--- src/rtl/mag_latch_driver.sv ---
`default_nettype none
//------------------------------------------------------------------------------
// Module   : mag_latch_driver
// Purpose  : Command sequencer for the magnetron SR latch. Converts START /
//            STOP_CLEAR edges plus door and timer levels into width-controlled,
//            mutually exclusive S and R pulses with guard spacing, and keeps a
//            shadow copy of the latch state.
// Ports    : CLK          system clock (rising edge)
//            RST_N        synchronous active-low reset
//            START        start request (rising-edge sensitive)
//            STOP_CLEAR   stop request (rising-edge sensitive)
//            DOOR_CLOSED  level, 1 = door closed
//            TIMER_DONE   level, 1 = cook time expired
//            Q_FB         latch Q readback   (MAG_LATCH_READBACK_EN only)
//            FAULT        sticky readback fault (MAG_LATCH_READBACK_EN only)
//            S / R        registered set / reset pulses to the latch
//            MAG_ON       shadow latch state
//            BUSY         high while SETTING, RESETTING or GUARD
// Options  : define MAG_LATCH_READBACK_EN to add the Q_FB readback check.
// Revision : 1.0 - initial release
//------------------------------------------------------------------------------
module mag_latch_driver #(
   parameter int PULSE_W = 2,
   parameter int GUARD_W = 4
) (
   input  logic CLK,
   input  logic RST_N,
   input  logic START,
   input  logic STOP_CLEAR,
   input  logic DOOR_CLOSED,
   input  logic TIMER_DONE,
`ifdef MAG_LATCH_READBACK_EN
   input  logic Q_FB,
   output logic FAULT,
`endif
   output logic S,
   output logic R,
   output logic MAG_ON,
   output logic BUSY
);

   generate
      if (PULSE_W < 1 || PULSE_W > 15) begin : g_bad_pulse_w
         $error("mag_latch_driver: PULSE_W must be in 1..15");
      end
      if (GUARD_W < 1 || GUARD_W > 15) begin : g_bad_guard_w
         $error("mag_latch_driver: GUARD_W must be in 1..15");
      end
   endgenerate

   localparam logic [3:0] PULSE_LAST = 4'(PULSE_W - 1);
   localparam logic [3:0] GUARD_LAST = 4'(GUARD_W - 1);

   typedef enum logic [2:0] {
      ST_OFF       = 3'd0,
      ST_SETTING   = 3'd1,
      ST_ON        = 3'd2,
      ST_RESETTING = 3'd3,
      ST_GUARD     = 3'd4
   } state_t;

   state_t     state;
   state_t     state_nxt;
   logic       start_d;
   logic       stop_d;
   logic [3:0] cnt;        // cycles spent in the current state, saturating
   logic       ret_on;     // GUARD returns to ON (1) or OFF (0)
   logic       kill_pend;  // stop edge seen while turning on, served after GUARD

   logic start_rise;
   logic stop_rise;
   logic kill;
   logic pulse_last;
   logic guard_last;
   logic fb_bad;
   logic fault_q;

   assign start_rise = START & ~start_d;
   assign stop_rise  = STOP_CLEAR & ~stop_d;
   assign kill       = stop_rise | ~DOOR_CLOSED | TIMER_DONE;
   assign pulse_last = (cnt >= PULSE_LAST);
   assign guard_last = (cnt >= GUARD_LAST);

`ifdef MAG_LATCH_READBACK_EN
   assign fb_bad = (state == ST_GUARD) && guard_last && (Q_FB != MAG_ON);
   assign FAULT  = fault_q;
`else
   assign fb_bad = 1'b0;
`endif

   // Next-state logic
   always_comb begin
      state_nxt = state;
      case (state)
         ST_OFF: begin
            if (start_rise && DOOR_CLOSED && !TIMER_DONE && !stop_rise && !fault_q)
               state_nxt = ST_SETTING;
         end
         ST_SETTING: begin
            if (pulse_last)
               state_nxt = ST_GUARD;
         end
         ST_ON: begin
            if (kill)
               state_nxt = ST_RESETTING;
         end
         ST_RESETTING: begin
            if (pulse_last)
               state_nxt = ST_GUARD;
         end
         ST_GUARD: begin
            if (guard_last) begin
               if (fb_bad)
                  state_nxt = MAG_ON ? ST_RESETTING : ST_OFF;
               else if (ret_on)
                  state_nxt = (kill || kill_pend) ? ST_RESETTING : ST_ON;
               else
                  state_nxt = ST_OFF;
            end
         end
         default: state_nxt = ST_OFF;
      endcase
   end

   // State, counters and registered outputs. S/R/BUSY are decoded from the
   // next state so they line up with the state they belong to and never glitch.
   always_ff @(posedge CLK) begin
      if (!RST_N) begin
         state     <= ST_OFF;
         start_d   <= 1'b0;
         stop_d    <= 1'b0;
         cnt       <= 4'd0;
         ret_on    <= 1'b0;
         kill_pend <= 1'b0;
         fault_q   <= 1'b0;
         S         <= 1'b0;
         R         <= 1'b0;
         MAG_ON    <= 1'b0;
         BUSY      <= 1'b0;
      end else begin
         state   <= state_nxt;
         start_d <= START;
         stop_d  <= STOP_CLEAR;

         if (state_nxt != state)
            cnt <= 4'd0;
         else if (cnt != 4'hF)
            cnt <= cnt + 4'd1;

         S    <= (state_nxt == ST_SETTING);
         R    <= (state_nxt == ST_RESETTING);
         BUSY <= (state_nxt == ST_SETTING) || (state_nxt == ST_RESETTING) ||
                 (state_nxt == ST_GUARD);

         if (state == ST_SETTING && pulse_last)
            MAG_ON <= 1'b1;
         else if (state == ST_RESETTING && pulse_last)
            MAG_ON <= 1'b0;

         if (state == ST_SETTING)
            ret_on <= 1'b1;
         else if (state == ST_RESETTING)
            ret_on <= 1'b0;

         // A stop edge during an ON transition must not be lost: the S pulse
         // runs to completion, so remember the stop and act after GUARD.
         if (state_nxt == ST_RESETTING || state_nxt == ST_OFF)
            kill_pend <= 1'b0;
         else if (stop_rise && (state == ST_SETTING || (state == ST_GUARD && ret_on)))
            kill_pend <= 1'b1;

         if (fb_bad)
            fault_q <= 1'b1;
      end
   end

endmodule
`default_nettype wire

--- config.mk ---
export PLATFORM = sky130hd
export DESIGN_NAME = mag_latch_driver
export DESIGN_NICKNAME = d
export VERILOG_FILES = /design/src/rtl/mag_latch_driver.sv
export SDC_FILE = /design/constraint.sdc
export NUM_CORES = 1
export LEC_CHECK = 0
export CAP_MARGIN = 25
export CORE_ASPECT_RATIO = 1.1
export CORE_MARGIN = 2
export CORE_UTILIZATION = 36
export CTS_BUF_LIST = sky130_fd_sc_hd__clkbuf_4
export DETAILED_ROUTE_END_ITERATION = 7
export REMOVE_ABC_BUFFERS = 1
export SLEW_MARGIN = 10
export SYNTH_ARGS = -nofsm -noshare
export SYNTH_HDL_FRONTEND = slang
export SYNTH_SLANG_ARGS = --single-unit
--- constraint.sdc ---
create_clock -name CLK -period 2.15 [get_ports CLK]
set_input_delay 0.5375 -clock CLK [delete_from_list [all_inputs] [get_ports CLK]]
set_output_delay 0.5375 -clock CLK [all_outputs]
set_load 0.02 [all_outputs]
==> impl_metrics.toml <==
[final_layout]
n_fill_cell = 222
top_register = "cnt"
multi_input_comb_area_um2 = 435
final_core_util_pct = 46.1
drive_above_1_share_pct = 15.6
n_antenna_cell = 0
largestRegisters = "cnt (4), state (3)"
largest_reg_flops = 4
finish.instance_area_um2 = 921
finish.net_count = 106
area_growth_syn_to_layout_pct = 21.3
ff_latch_area_um2 = 300

[floorplanning]
chipWidth_um = 47.8
io_pins = 10
core_um2 = 2000
die_area_um2 = 2490
floorplan.initialDensity_pct = 38.0
std_cell_rows = 17
die_h_um = 52.2

[outcome]
result_of_the_run = "completed"

[place]
placed_cell_area_um2 = 891
place_congestion = 0.794
placement.io_buffers = 9
place.detailed.hpwl_mm = 1.11

[logic_synthesis]
yosysTopAreaCell = "sky130_fd_sc_hd__dfxtp_1"
ys_seq_area_share_pct = 39.5
top_cells_by_area_synth = "sky130_fd_sc_hd__dfxtp_1 (40%), sky130_fd_sc_hd__ha_1 (4.9%), sky130_fd_sc_hd__nor2b_1 (4.9%)"
area_of_the_mapped_netlist_um2 = 759
synthDistinctLibCells = 38
synth_xor_area_share_pct = 1.15
netlist_instances = 83
synthFlopType = "sky130_fd_sc_hd__dfxtp_1"
compound_cell_area_share_of_the_yosys_netlist_pct = 16.5
synth-simple-area-share_pct = 32.1
ys_ff_latch = 15
synth-edff-count = 0
asyncSetResetFlopFracSynth_pct = 0
yosys.area_share.adder_pct = 4.94
synth-warning-count = 0
synth.top_cell.area_share_pct = 39.5
multiplexer_fraction_of_the_synthesized_cell_area_pct = 2.64
main_combinational_cell_family_by_area_after_synthesis = "simple AND/OR/NAND/NOR gates"
syn_avg_cell_area_um2 = 9.15

[worst_setup_path]
worst_setup_path_end_kind = "flip-flop"
reg2reg_setup_slack_ns = 0.25
cp_max_fo = 4
crit_reg_reg_startpoint = "cnt[0]$_SDFFE_PP0P_"
critical_path_class = "primary input to flip-flop"
worstPathRequired_ns = 2.34
reg2regPathDepth = 7
r2r_end = "R$_SDFF_PN0_"
startpoint_kind_of_the_worst_setup_timing_path = "primary input"
worst-endpoint-arrival_ns = 2.12

[power]
power.internal_uw = 417
maximum_resistive_drop_on_vdd_v = 0.000501
clockPowerShare_pct = 30.1
cellLeakagePower_nw = 0.362
power.total_uw = 552
netSwitchingPower_uw = 136
power.density_cell_area_nw_per_um2 = 600
swShare_pct = 24.6
pwr-share-seq_pct = 55.0
comb_power_share_pct = 14.9

[clock_tree]
number_of_h_tree_branching_levels = 1
clock_pin_slew_of_the_registers_on_the_worst_case_setup_and_hold_paths_ns = 0.08
clock_insertion_delay_worst_skew_ns = 0.28
tritoncts_num_sinks = 15
cts_made_buffers = 3
cts.path.max_buffers = 2
clockRootBuffer = "sky130_fd_sc_hd__clkbuf_4"
setup_buffers_after_cts = 0
post_cts.resized_instances = 0
hold_buffers = 0
cts_tree = "built"

[timing]
final_tns_setup_ns = 0
slew-limit-headroom_pct = 75.7
timing_worst_slew_pin_value_ns = 0.362
timing.final.crit_period_ns = 1.93
fin_hold_ws_ns = 0.502
max_freq_ghz = 0.519
setup_viol = 0
grt_setup_unrepaired = "false"
report.final.hold_viol_count = 0
fin_skew_ns = 0.00552
fraction_of_the_cycle_the_final_worst_path_needs_pct = 89.6
timing.final.max_slew_violations = 0

[grt]
first_global_vias = 584
grtUsageTotal_pct = 13.6
grt_first_pass_wirelength_mm = 2.33
gr-total-overflow = 0
grt_start_max_net_pins = 12
antenna_violations_before_repair = 0

[worst_hold_path]
hold_path_class = "flip-flop to flip-flop"
hold_path_startpoint = "MAG_ON$_SDFFE_PN0P_"
hold_end = "MAG_ON$_SDFFE_PN0P_"
timing.hold.worst_path_depth = 1

[route]
drt-total-wl_mm = 1.41
wl_per_cell_um = 11.4
antenna_left = 0
vias_per_cell = 4.99
vias_after_detailed_routing = 619
drtPass1Iterations = 4
drt_iter0_markers = 7
post-route-drc-count = 0

[run]
cap_violations = 0
power by group through the flow:
stage                     Sequential, mW  Combinational (mW)  Clock, mW
after CTS                          0.304              0.0831      0.178
after floorplan                    0.310              0.0516          0
final                              0.304              0.0820      0.166
after detailed placement           0.311              0.0832          0
after global routing               0.306              0.0925      0.190
after global placement             0.310              0.0817          0
cells in the final DEF, fill, tap and decap left out, types with 2 or more instances in the layout:
| master | instances |
|---|---|
| sky130_fd_sc_hd__dfxtp_1 | 15 |
| sky130_fd_sc_hd__nand2_1 | 9 |
| sky130_fd_sc_hd__clkdlybuf4s50_1 | 9 |
| sky130_fd_sc_hd__nor2b_1 | 6 |
| sky130_fd_sc_hd__nor2_1 | 4 |
| sky130_fd_sc_hd__nor3_1 | 4 |
| sky130_fd_sc_hd__clkbuf_4 | 4 |
| sky130_fd_sc_hd__inv_1 | 3 |
| sky130_fd_sc_hd__nand3_1 | 3 |
| sky130_fd_sc_hd__ha_1 | 3 |
| sky130_fd_sc_hd__o311ai_0 | 2 |
| sky130_fd_sc_hd__o211a_1 | 2 |
| sky130_fd_sc_hd__a31oi_1 | 2 |
| sky130_fd_sc_hd__and2_1 | 2 |
| sky130_fd_sc_hd__o21ai_0 | 2 |
| sky130_fd_sc_hd__mux2i_1 | 2 |
| sky130_fd_sc_hd__buf_4 | 2 |
metal layers:
layer	track usage, %	vias to the layer above	routed length [um]
met5	0	-	0
met4	5.41	0	9
met3	6.21	2	62
met2	22.7	13	693
met1	14.4	279	644
li1	-	325	-
logic make-up (layout without fill, tap and decap cells):
group / count (synthesis) / after routing
buf+inv: 6 / 19
flops: 15 / 15
xor+xnor: 1 / 1
mux: 2 / 2
simple gates: 40 / 40
fa+ha+maj: 3 / 3
compound gates: 16 / 16
cells in the mapped netlist, types with 2 or more instances:
master	instances
sky130_fd_sc_hd__o211a_1	2
sky130_fd_sc_hd__nor2_1	4
sky130_fd_sc_hd__and2_1	2
sky130_fd_sc_hd__ha_1	3
sky130_fd_sc_hd__a31oi_1	2
sky130_fd_sc_hd__mux2i_1	2
sky130_fd_sc_hd__o21ai_0	2
sky130_fd_sc_hd__nand2_1	9
sky130_fd_sc_hd__nand3_1	3
sky130_fd_sc_hd__dfxtp_1	15
sky130_fd_sc_hd__nor2b_1	6
sky130_fd_sc_hd__o311ai_0	2
sky130_fd_sc_hd__inv_1	3
sky130_fd_sc_hd__nor3_1	4
critical path: stages:
cell and delay, ns:
sky130_fd_sc_hd__clkdlybuf4s50_1 0.47, sky130_fd_sc_hd__inv_2 0.04, sky130_fd_sc_hd__or3_1 0.39, sky130_fd_sc_hd__nor2b_1 0.15, sky130_fd_sc_hd__o31a_2 0.32, sky130_fd_sc_hd__nor3_1 0.21
final cells by class:
type                            count  share of cell area [%]
Clock buffer                        4                    3.26
Inverter                            4                    1.63
Timing Repair Buffer               11                    11.4
Sequential cell                    15                    32.6
Multi-Input combinational cell     62                    47.3
Tap cell                           28                    3.80
how the worst max path moves through the flow:
stage | from | to | slack (ns) | cells past startpoint
after floorplan | STOP_CLEAR | cnt[3]$_SDFFE_PP0P_ | 0.45 | 5
after global placement | DOOR_CLOSED | cnt[3]$_SDFFE_PP0P_ | -0.09 | 6
after detailed placement | STOP_CLEAR | cnt[2]$_SDFFE_PP0P_ | -0.07 | 6
after CTS | DOOR_CLOSED | cnt[3]$_SDFFE_PP0P_ | 0.23 | 6
after global routing | DOOR_CLOSED | cnt[2]$_SDFFE_PP0P_ | 0.11 | 6
final | DOOR_CLOSED | cnt[2]$_SDFFE_PP0P_ | 0.22 | 6
metrics by stage:
stage | cells | setup WS (ns)
floorplan | 81 | 0.450
global placement | 120 | -0.0911
detailed placement | 120 | -0.0650
CTS | 124 | 0.233
global route | 124 | 0.112
finish | 124 | 0.223
Power figures use the tool's default switching activity.
==> edit (same settings) <==
Encoding of `state_t`: now Gray code (3 bits for 5 states).
--- a/src/rtl/mag_latch_driver.sv
+++ b/src/rtl/mag_latch_driver.sv
@@ -52,11 +52,11 @@
    localparam logic [3:0] GUARD_LAST = 4'(GUARD_W - 1);
 
    typedef enum logic [2:0] {
-      ST_OFF       = 3'd0,
-      ST_SETTING   = 3'd1,
-      ST_ON        = 3'd2,
-      ST_RESETTING = 3'd3,
-      ST_GUARD     = 3'd4
+      ST_OFF       = 3'b000,
+      ST_SETTING   = 3'b001,
+      ST_ON        = 3'b011,
+      ST_RESETTING = 3'b010,
+      ST_GUARD     = 3'b110
    } state_t;
 
    state_t     state;
Formal check against the unedited RTL: no difference found for any inputs over 10 cycles, from zero or initial values and one cycle with RST_N low; not proved beyond that.
==> edit against the unedited design <==
  * Routed wire length increased by 12%
  * Area after synthesis grew 6.6%
  * First-iteration DRC count decreased by 14%
  * Register-to-register slack gained 0.02 ns
  * Critical path depth unchanged
  * Sequential cell count is the same
  * Clock skew fell by 0.0035 ns
  * Die area is 6.1% higher
  * Design area is 3.8% higher
  * Setup slack gained 0.050 ns
Power is not compared: it rests on default switching activity, and its combinational part moved more than twofold at a synthesized area within 25%.
==> edit: results (changes against the unedited design) <==
[worst_setup_path]
start_kind = flip-flop
ff2ff_path_depth = 6  ; -1
cp_slowest_cell = or4b_4
critical-path-max-stage-delay_ns = 0.53  ; +0.06 ns
rrSetupSlack_ns = 0.27  ; +0.02 ns
crit_path_max_fanout = 5  ; +1

[logic_synthesis]
synth_cell_type_count = 33  ; -13%
netlist_instances = 90  ; +8.4%
synth_area_leaders = dfxtp_1 37%, ha_1 4.6%, nor2b_1 3.9%, nor3_1 3.7%, a21boi_0 3.7%
yosysSeqAreaShare_pct = 37.09  ; -2.4 points
synth_xor_area_share_pct = 1.082  ; -0.071 points
synthMuxAreaShare_pct = 1.236  ; -1.4 points

[detailed_routing]
first_iter_violations = 6  ; -1
met3_length_um = 49  ; -21%
wirelength_met1_um = 692  ; +7.5%
wl_per_cell_um = 12.14  ; +6.8%

[global_routing]
grtUsageMet1_pct = 15.31  ; +0.90 points
grt_pass1_vias = 599  ; +2.6%
grt_max_degree = 14  ; +2
use_met3_pct = 2.500  ; -3.7 points

[status]
status = finished, final reports clean

[place]
routabilityCongestion = 0.7530  ; -5.1%

[clocking]
path_clk_slew_ns = 0.10  ; +0.02 ns

[finish]
clkCellAreaFrac_pct = 2.880  ; -0.38 points
clockBufferCount = 3  ; -1
final_cells = 130  ; +4.8%
nNonClkBuffers = 10  ; -1
multi_input_area_um2 = 481.7  ; +11%
nNetsFinal = 110  ; +3.8%

[sta]
fmax_mhz = 532.6  ; +2.7%

-- edit: per-stage QoR --
stage               total power [mW]  area, um2
floorplan                     0.5793      793.3
global placement              0.6659      928.4
detailed placement            0.6673      928.4
CTS                           0.8406      955.9
global route                  0.8832      955.9
finish                        0.8327      955.9
-- edit: report_power, final --
| group | internal (mW) | switching (mW) | total [mW] |
|---|---|---|---|
| clock | 0.0696 | 0.106 | 0.175 |
| sequential | 0.315 | 0.0408 | 0.356 |
| combinational | 0.138 | 0.164 | 0.302 |
| total | 0.523 | 0.310 | 0.833 |
-- edit: worst min-delay path by stage --
stage | slack [ns] | endpoint | cells past startpoint
floorplan | 0.47 | ret_on | 2
global placement | 0.46 | MAG_ON | 2
detailed placement | 0.48 | MAG_ON | 2
CTS | 0.49 | MAG_ON | 2
global route | 0.55 | ret_on | 2
finish | 0.48 | MAG_ON | 2
